<file path="src/rtl/flash_player_pkg.sv">
// Shared definitions for the flash_player three-voice playback engine.
// Holds voice count, bus widths, host register field codes, ctrl bit
// positions, the per-frame address step and the output saturation helper.
package flash_player_pkg;

    localparam int NVOICE      = 3;
    localparam int ASZ         = 24;
    localparam int DSZ         = 16;
    localparam int ACCW        = 18;
    localparam int FRAME_BYTES = 4;

    // Host register field selected by cfg_sel[1:0]
    typedef enum logic [1:0] {
        FLD_START = 2'd0,
        FLD_END   = 2'd1,
        FLD_CTRL  = 2'd2,
        FLD_RSVD  = 2'd3
    } cfg_field_e;

    localparam int CTRL_EN   = 0;
    localparam int CTRL_LOOP = 1;

    // Clamp a mixed accumulator value into the signed 16-bit output range
    function automatic logic [DSZ-1:0] sat_sample(input logic signed [ACCW-1:0] acc);
        if (acc > 18'sd32767)
            return 16'h7FFF;
        else if (acc < -18'sd32768)
            return 16'h8000;
        else
            return acc[DSZ-1:0];
    endfunction

endpackage

</file>
<file path="src/rtl/flash_voice.sv">
// One playback voice: start/end/ptr address registers, loop flag and the
// playing flag. Advances ptr by one stereo frame on each completed frame
// and stops or wraps when the end address (or the top of flash) is reached.
// Ports:
//   clk, reset   system clock, synchronous active-high reset
//   cfg_we       host write strobe already qualified for this voice
//   cfg_field    register field being written
//   cfg_wdata    write data
//   frame_done   second word of this voice's flash cycle arrived
//   ptr          current read address
//   act          voice is playing
module flash_voice
    import flash_player_pkg::*;
(
    input  logic           clk,
    input  logic           reset,
    input  logic           cfg_we,
    input  cfg_field_e     cfg_field,
    input  logic [ASZ-1:0] cfg_wdata,
    input  logic           frame_done,
    output logic [ASZ-1:0] ptr,
    output logic           act
);

    logic [ASZ-1:0] start_addr;
    logic [ASZ-1:0] end_addr;
    logic           loop_en;
    logic [ASZ-1:0] ptr_next;
    logic           ptr_carry;
    logic           ctrl_disable;

    // Carry out of the address step means the next frame would wrap to 0
    assign {ptr_carry, ptr_next} = {1'b0, ptr} + (ASZ+1)'(FRAME_BYTES);

    // A coincident disable write owns ptr/act, so the frame step is skipped
    assign ctrl_disable = cfg_we && (cfg_field == FLD_CTRL) && !cfg_wdata[CTRL_EN];

    always_ff @(posedge clk) begin
        if (reset) begin
            start_addr <= '0;
            end_addr   <= '0;
            ptr        <= '0;
            loop_en    <= 1'b0;
            act        <= 1'b0;
        end else begin
            if (frame_done && act && !ctrl_disable) begin
                if ((ptr >= end_addr) || ptr_carry) begin
                    if (loop_en)
                        ptr <= start_addr;
                    else
                        act <= 1'b0;
                end else begin
                    ptr <= ptr_next;
                end
            end
            // Config writes come last so they win over the frame step
            if (cfg_we) begin
                case (cfg_field)
                    FLD_START: start_addr <= cfg_wdata;
                    FLD_END:   end_addr   <= cfg_wdata;
                    FLD_CTRL: begin
                        loop_en <= cfg_wdata[CTRL_LOOP];
                        if (!cfg_wdata[CTRL_EN]) begin
                            act <= 1'b0;
                        end else if (!act) begin
                            ptr <= start_addr;
                            act <= 1'b1;
                        end
                    end
                    default: ;
                endcase
            end
        end
    end

endmodule

</file>
<file path="src/rtl/flash_player.sv">
// Three-voice flash sample player. Supplies the flash read address for the
// current cycle, captures the L/R word pair returned per cycle, mixes the
// active voices into saturated stereo output once per sample period.
// Ports:
//   clk, reset          system clock, synchronous active-high reset
//   samp_ena            sample-rate enable / frame boundary
//   cyc_num             flash cycle (0-2 voice, 3 idle)
//   addr                flash read address for the current cycle
//   data, data_stb      flash word and its valid strobe
//   cfg_we/sel/wdata    host register write port
//   voice_act           per-voice playing flags
//   out_l, out_r        mixed signed samples, out_stb marks an update
module flash_player
    import flash_player_pkg::*;
(
    input  logic              clk,
    input  logic              reset,
    input  logic              samp_ena,
    input  logic [1:0]        cyc_num,
    output logic [ASZ-1:0]    addr,
    input  logic [DSZ-1:0]    data,
    input  logic              data_stb,
    input  logic              cfg_we,
    input  logic [3:0]        cfg_sel,
    input  logic [ASZ-1:0]    cfg_wdata,
    output logic [NVOICE-1:0] voice_act,
    output logic [DSZ-1:0]    out_l,
    output logic [DSZ-1:0]    out_r,
    output logic              out_stb
);

    logic [ASZ-1:0]         voice_ptr [NVOICE];
    logic [NVOICE-1:0]      voice_frame;
    logic [1:0]             prev_cyc;
    logic                   word_cnt;
    logic                   cyc_done;
    logic [DSZ-1:0]         cap_l;
    logic signed [ACCW-1:0] acc_l;
    logic signed [ACCW-1:0] acc_r;
    logic signed [ACCW-1:0] add_l;
    logic signed [ACCW-1:0] add_r;
    logic                   cyc_chg;
    logic                   eff_cnt;
    logic                   eff_done;
    logic                   frame_done;
    logic                   act_cur;
    logic                   mix_en;

    // Idle cycle 3 parks the address on voice 0
    always_comb begin
        addr    = voice_ptr[0];
        act_cur = voice_act[0];
        case (cyc_num)
            2'd1: begin
                addr    = voice_ptr[1];
                act_cur = voice_act[1];
            end
            2'd2: begin
                addr    = voice_ptr[2];
                act_cur = voice_act[2];
            end
            default: ;
        endcase
    end

    // A strobe arriving on the clock cyc_num changes already belongs to the new cycle
    assign cyc_chg    = (cyc_num != prev_cyc);
    assign eff_cnt    = cyc_chg ? 1'b0 : word_cnt;
    assign eff_done   = cyc_chg ? 1'b0 : cyc_done;
    assign frame_done = data_stb && (cyc_num != 2'd3) && eff_cnt && !eff_done;
    assign mix_en     = frame_done && act_cur;

    assign add_l = {{(ACCW-DSZ){cap_l[DSZ-1]}}, cap_l};
    assign add_r = {{(ACCW-DSZ){data[DSZ-1]}}, data};

    for (genvar v = 0; v < NVOICE; v++) begin : g_voice
        assign voice_frame[v] = frame_done && (cyc_num == 2'(v));

        flash_voice u_voice (
            .clk        (clk),
            .reset      (reset),
            .cfg_we     (cfg_we && (cfg_sel[3:2] == 2'(v))),
            .cfg_field  (cfg_field_e'(cfg_sel[1:0])),
            .cfg_wdata  (cfg_wdata),
            .frame_done (voice_frame[v]),
            .ptr        (voice_ptr[v]),
            .act        (voice_act[v])
        );
    end

    // samp_ena aborts any partial cycle, so the word counter restarts with it
    always_ff @(posedge clk) begin
        if (reset) begin
            prev_cyc <= 2'd0;
            word_cnt <= 1'b0;
            cyc_done <= 1'b0;
            cap_l    <= '0;
        end else begin
            prev_cyc <= cyc_num;
            if (samp_ena) begin
                word_cnt <= 1'b0;
                cyc_done <= 1'b0;
            end else if (data_stb && (cyc_num != 2'd3) && !eff_done) begin
                if (!eff_cnt) begin
                    cap_l    <= data;
                    word_cnt <= 1'b1;
                    cyc_done <= 1'b0;
                end else begin
                    word_cnt <= 1'b0;
                    cyc_done <= 1'b1;
                end
            end else if (cyc_chg) begin
                word_cnt <= 1'b0;
                cyc_done <= 1'b0;
            end
        end
    end

    // A frame completing on the samp_ena clock seeds the freshly cleared accumulators
    always_ff @(posedge clk) begin
        if (reset) begin
            acc_l   <= '0;
            acc_r   <= '0;
            out_l   <= '0;
            out_r   <= '0;
            out_stb <= 1'b0;
        end else begin
            out_stb <= samp_ena;
            if (samp_ena) begin
                out_l <= sat_sample(acc_l);
                out_r <= sat_sample(acc_r);
                acc_l <= mix_en ? add_l : '0;
                acc_r <= mix_en ? add_r : '0;
            end else if (mix_en) begin
                acc_l <= acc_l + add_l;
                acc_r <= acc_r + add_r;
            end
        end
    end

endmodule

</file>
<file path="config.mk">
export PLATFORM = sky130hd
export DESIGN_NAME = flash_player
export DESIGN_NICKNAME = d
export VERILOG_FILES = /design/src/rtl/flash_player_pkg.sv /design/src/rtl/flash_voice.sv /design/src/rtl/flash_player.sv
export SDC_FILE = /design/constraint.sdc
export NUM_CORES = 1
export LEC_CHECK = 0
export CAP_MARGIN = 5
export CORE_MARGIN = 5
export CORE_UTILIZATION = 62
export CTS_BUF_LIST = sky130_fd_sc_hd__clkbuf_8
export CTS_CLUSTER_SIZE = 12
export DETAILED_ROUTE_END_ITERATION = 16
export GPL_TIMING_DRIVEN = 0
export PLACE_DENSITY = 0.83
export SYNTH_ARGS = -nofsm -noshare
export SYNTH_HDL_FRONTEND = slang
export SYNTH_SLANG_ARGS = --single-unit
</file>
<file path="constraint.sdc">
create_clock -name clk -period 4.1 [get_ports clk]
set_clock_uncertainty 0.15 [all_clocks]
set_input_delay 0.82 -clock clk [delete_from_list [all_inputs] [get_ports clk]]
set_output_delay 0.82 -clock clk [all_outputs]
set_load 0.02 [all_outputs]
</file>
==> metrics <==
Floorplan Core Area=0.02847 mm^2; setup bufs post-CTS=0; Port Buf Inserts=107; Clock Latency Late Sink=600 ps; Flop pwr share=43.3%; die width=179.2 um; first-pass iteration count of the detailed router=6; Startpoint Class=input pin; DRC=0; storage element area=0.006226 mm^2; register bit total from synthesis=311; die area=0.03211 mm^2; first-pass GRT wire length=102200 um; proportion of layout cells with a drive suffix above 1=6.022%; final setup fails=0; Critical Path RT=3130 ps; H-Tree Level Count=2; Routed wire per std cell=22.76 um; Mapped Nets=2541; Sw Pwr=2035 uW; CP Max Fanout=10; Fmax achieved=252.5 MHz; Final ANT Viol Nets=0; cell mode on critical path=dlygate4sd2_1; Clock Power Share=43.4%; Clock Path Buffers=3; Synth area leaders=dfxtp_1, nand2_1, a21oi_1; Peak VDD IR=0.2803 mV; Final Max Tran Viols=0; DR vias=19487; switch share=28.34%; total wire length=67380 um; Relative slew margins=23.33%; # rows=62; fraction of registers with async set/reset=0%; nets@finish=2702; Reg clk slew, reported paths=60 ps; gr usage total=41.05%; synthesized area=0.01775 mm^2; hold bufs inserted after CTS=0; RSZ-0062 raised after global routing=false; most frequent cells in the layout=nand2_1, dfxtp_1, a21oi_1, nor2_1, ha_1; Yosys warning total=0; area of the multi-input gates=0.01059 mm^2; Logic pwr share=13.3%; Synth Instances=2375; Worst EP arrival=2990 ps; kind of critical path=in2out; Post-Syn Area per Cell=7.473 um^2; Worst-Margin Slew=1150 ps; Pint=5144 uW; Via density=6.583; HP Class=reg2reg; Synth area leader=dfxtp_1; Synth Flop Type=dfxtp_1; CP cell instances=dlygate4sd2_1 -> inv_1 -> ha_1 -> clkbuf_2 -> clkbuf_4 -> buf_2 -> a21oi_1 -> dlygate4sd2_1; Num CTS Buffers=52; Max stage delay on crit path=390 ps; Slowest cell on crit path=dlygate4sd2_1; fin crit share=96.59%; number of fill cells=2369; PD cells=349.7 mW/mm^2; CP endpoint kind=primary output; Overflow after GRT=0; Die H=179.2 um; most common cell after layout, fill and taps aside=nand2_1; Iter 0 DRT Violations=2401; Seq/Total Area, Yosys=35.08%; vias in the first global route=18195; worst hold margin=303.2 ps; Tot Pwr=7179 uW; outcome=finished clean; Final Hold Vio Count=0; Final Critical Period=3960 ps; routability cong.=1.008; number of synthesized flops with an enable pin=0; num ports=111; Starting Density=62.34%; clock root cell=clkbuf_8; largest net degree at the start of global routing=13; CTS tree=done; clock sink total=311; antenna violations before repair=4; Yosys cell types=81; max_cap viols=0; Area Overhead vs Synth=15.65%; Leakage=0.007608 uW; DP Wirelength=49900 um; area share of the largest cell type after synthesis=35.08%
==> critical path, delay by kind of cell <==
family / cells / cell delay (ps)
AO/OA/AOI/OAI: 1 / 350
adder cells (fa/ha/maj): 1 / 300
buffers and inverters: 6 / 1520
==> synth_stat cells, types with 12 or more instances <==
master    number
a211oi_1      23
a21o_1        32
a21oi_1      297
a221oi_1      14
a22oi_1       24
a31oi_1       41
and3_1        25
and4_1        13
buf_2         12
clkbuf_1     119
dfxtp_1      311
ha_1         113
inv_1        101
mux2i_1       41
nand2_1      483
nand3_1       51
nand3b_1      14
nand4_1       34
nor2_1       208
nor3_1        50
nor4_1        13
o21ai_0       97
or3_1         23
xnor2_1       12
xor2_1        17
==> cell families (layout without fill, tap and decap cells) <==
group	count (synthesis)	after routing	synth area share, %
AND/OR/NAND/NOR	973	973	24.51
AO/OA/AOI/OAI	655	655	22.76
flip-flops	311	311	35.08
buffers and inverters	247	446	5.456
adder cells (fa/ha/maj)	115	115	8.192
multiplexers	45	45	2.566
XOR/XNOR	29	29	1.431
other	0	2	0
==> sequential cells by signal (all words and copies together), names as in the netlist, 2 cells and up <==
signal                      flops
g_voice.u_voice.end_addr       72
g_voice.u_voice.ptr            72
g_voice.u_voice.start_addr     72
acc_l                          18
acc_r                          18
cap_l                          16
out_l                          16
out_r                          16
g_voice.u_voice.act             3
g_voice.u_voice.loop_en         3
prev_cyc                        2
==> metrics by stage <==
stage / setup slack, ps / instances / TNS, ps / utilization [%] / cell area, um^2
after CTS: 40.18 / 2958 / 0 / 71.96 / 20490
final: 139.7 / 2960 / 0 / 72.10 / 20530
after floorplan: 695.3 / 2375 / 0 / - / 17750
after detailed placement: -672.7 / 2867 / -45270 / 67.84 / 19310
after global routing: 8.954 / 2958 / 0 / 72.08 / 20520
after global placement: -609.4 / 2866 / -43080 / 67.79 / 19300
==> final timing paths <==
check                                                     from                                            to  slack [ps]  cells after the start
setup reg to reg          g_voice[1].u_voice.ptr[0]$_SDFF_PP0_         g_voice[1].u_voice.ptr[23]$_SDFF_PP0_         220                     12
hold reg to reg   g_voice[0].u_voice.end_addr[10]$_SDFFE_PP0P_  g_voice[0].u_voice.end_addr[10]$_SDFFE_PP0P_         300                      2
hold / removal    g_voice[0].u_voice.end_addr[10]$_SDFFE_PP0P_  g_voice[0].u_voice.end_addr[10]$_SDFFE_PP0P_         300                      2
setup / recovery                                    cyc_num[0]                                       addr[7]         140                      8
==> what timing repair did <==
item	CTS	global route
gates cloned	0	0
gates resized for setup	36	11
endpoints found under the setup margin	36	19
==> power by group through the flow <==
stage	sequential, uW	clock [uW]	combinational, uW
floorplan	3160	0	537
global placement	3170	0	903
detailed placement	3170	0	917
CTS	3110	3100	914
global route	3110	3240	1000
finish	3110	3110	955
==> cell type report <==
cell class,count,area share [%]
repair buffers,108,5.206
clock buffers,68,4.560
clock inverters,24,1.146
flip-flops and latches,311,30.33
diodes,2,0.02438
inverters,101,1.847
well taps,384,2.341
multi-input cells,1817,51.61
plain buffers,145,2.938
==> routing by layer <==
metal | GRT usage, % | vias to the layer above | wire, um
met5 | 0 | - | 0
met1 | 52.84 | 9070 | 25440
met3 | 10.27 | 326 | 8519
li1 | - | 8748 | -
met4 | 23.10 | 0 | 4663
met2 | 62.87 | 1343 | 28750
No activity file was read; power rests on OpenSTA's default activity.
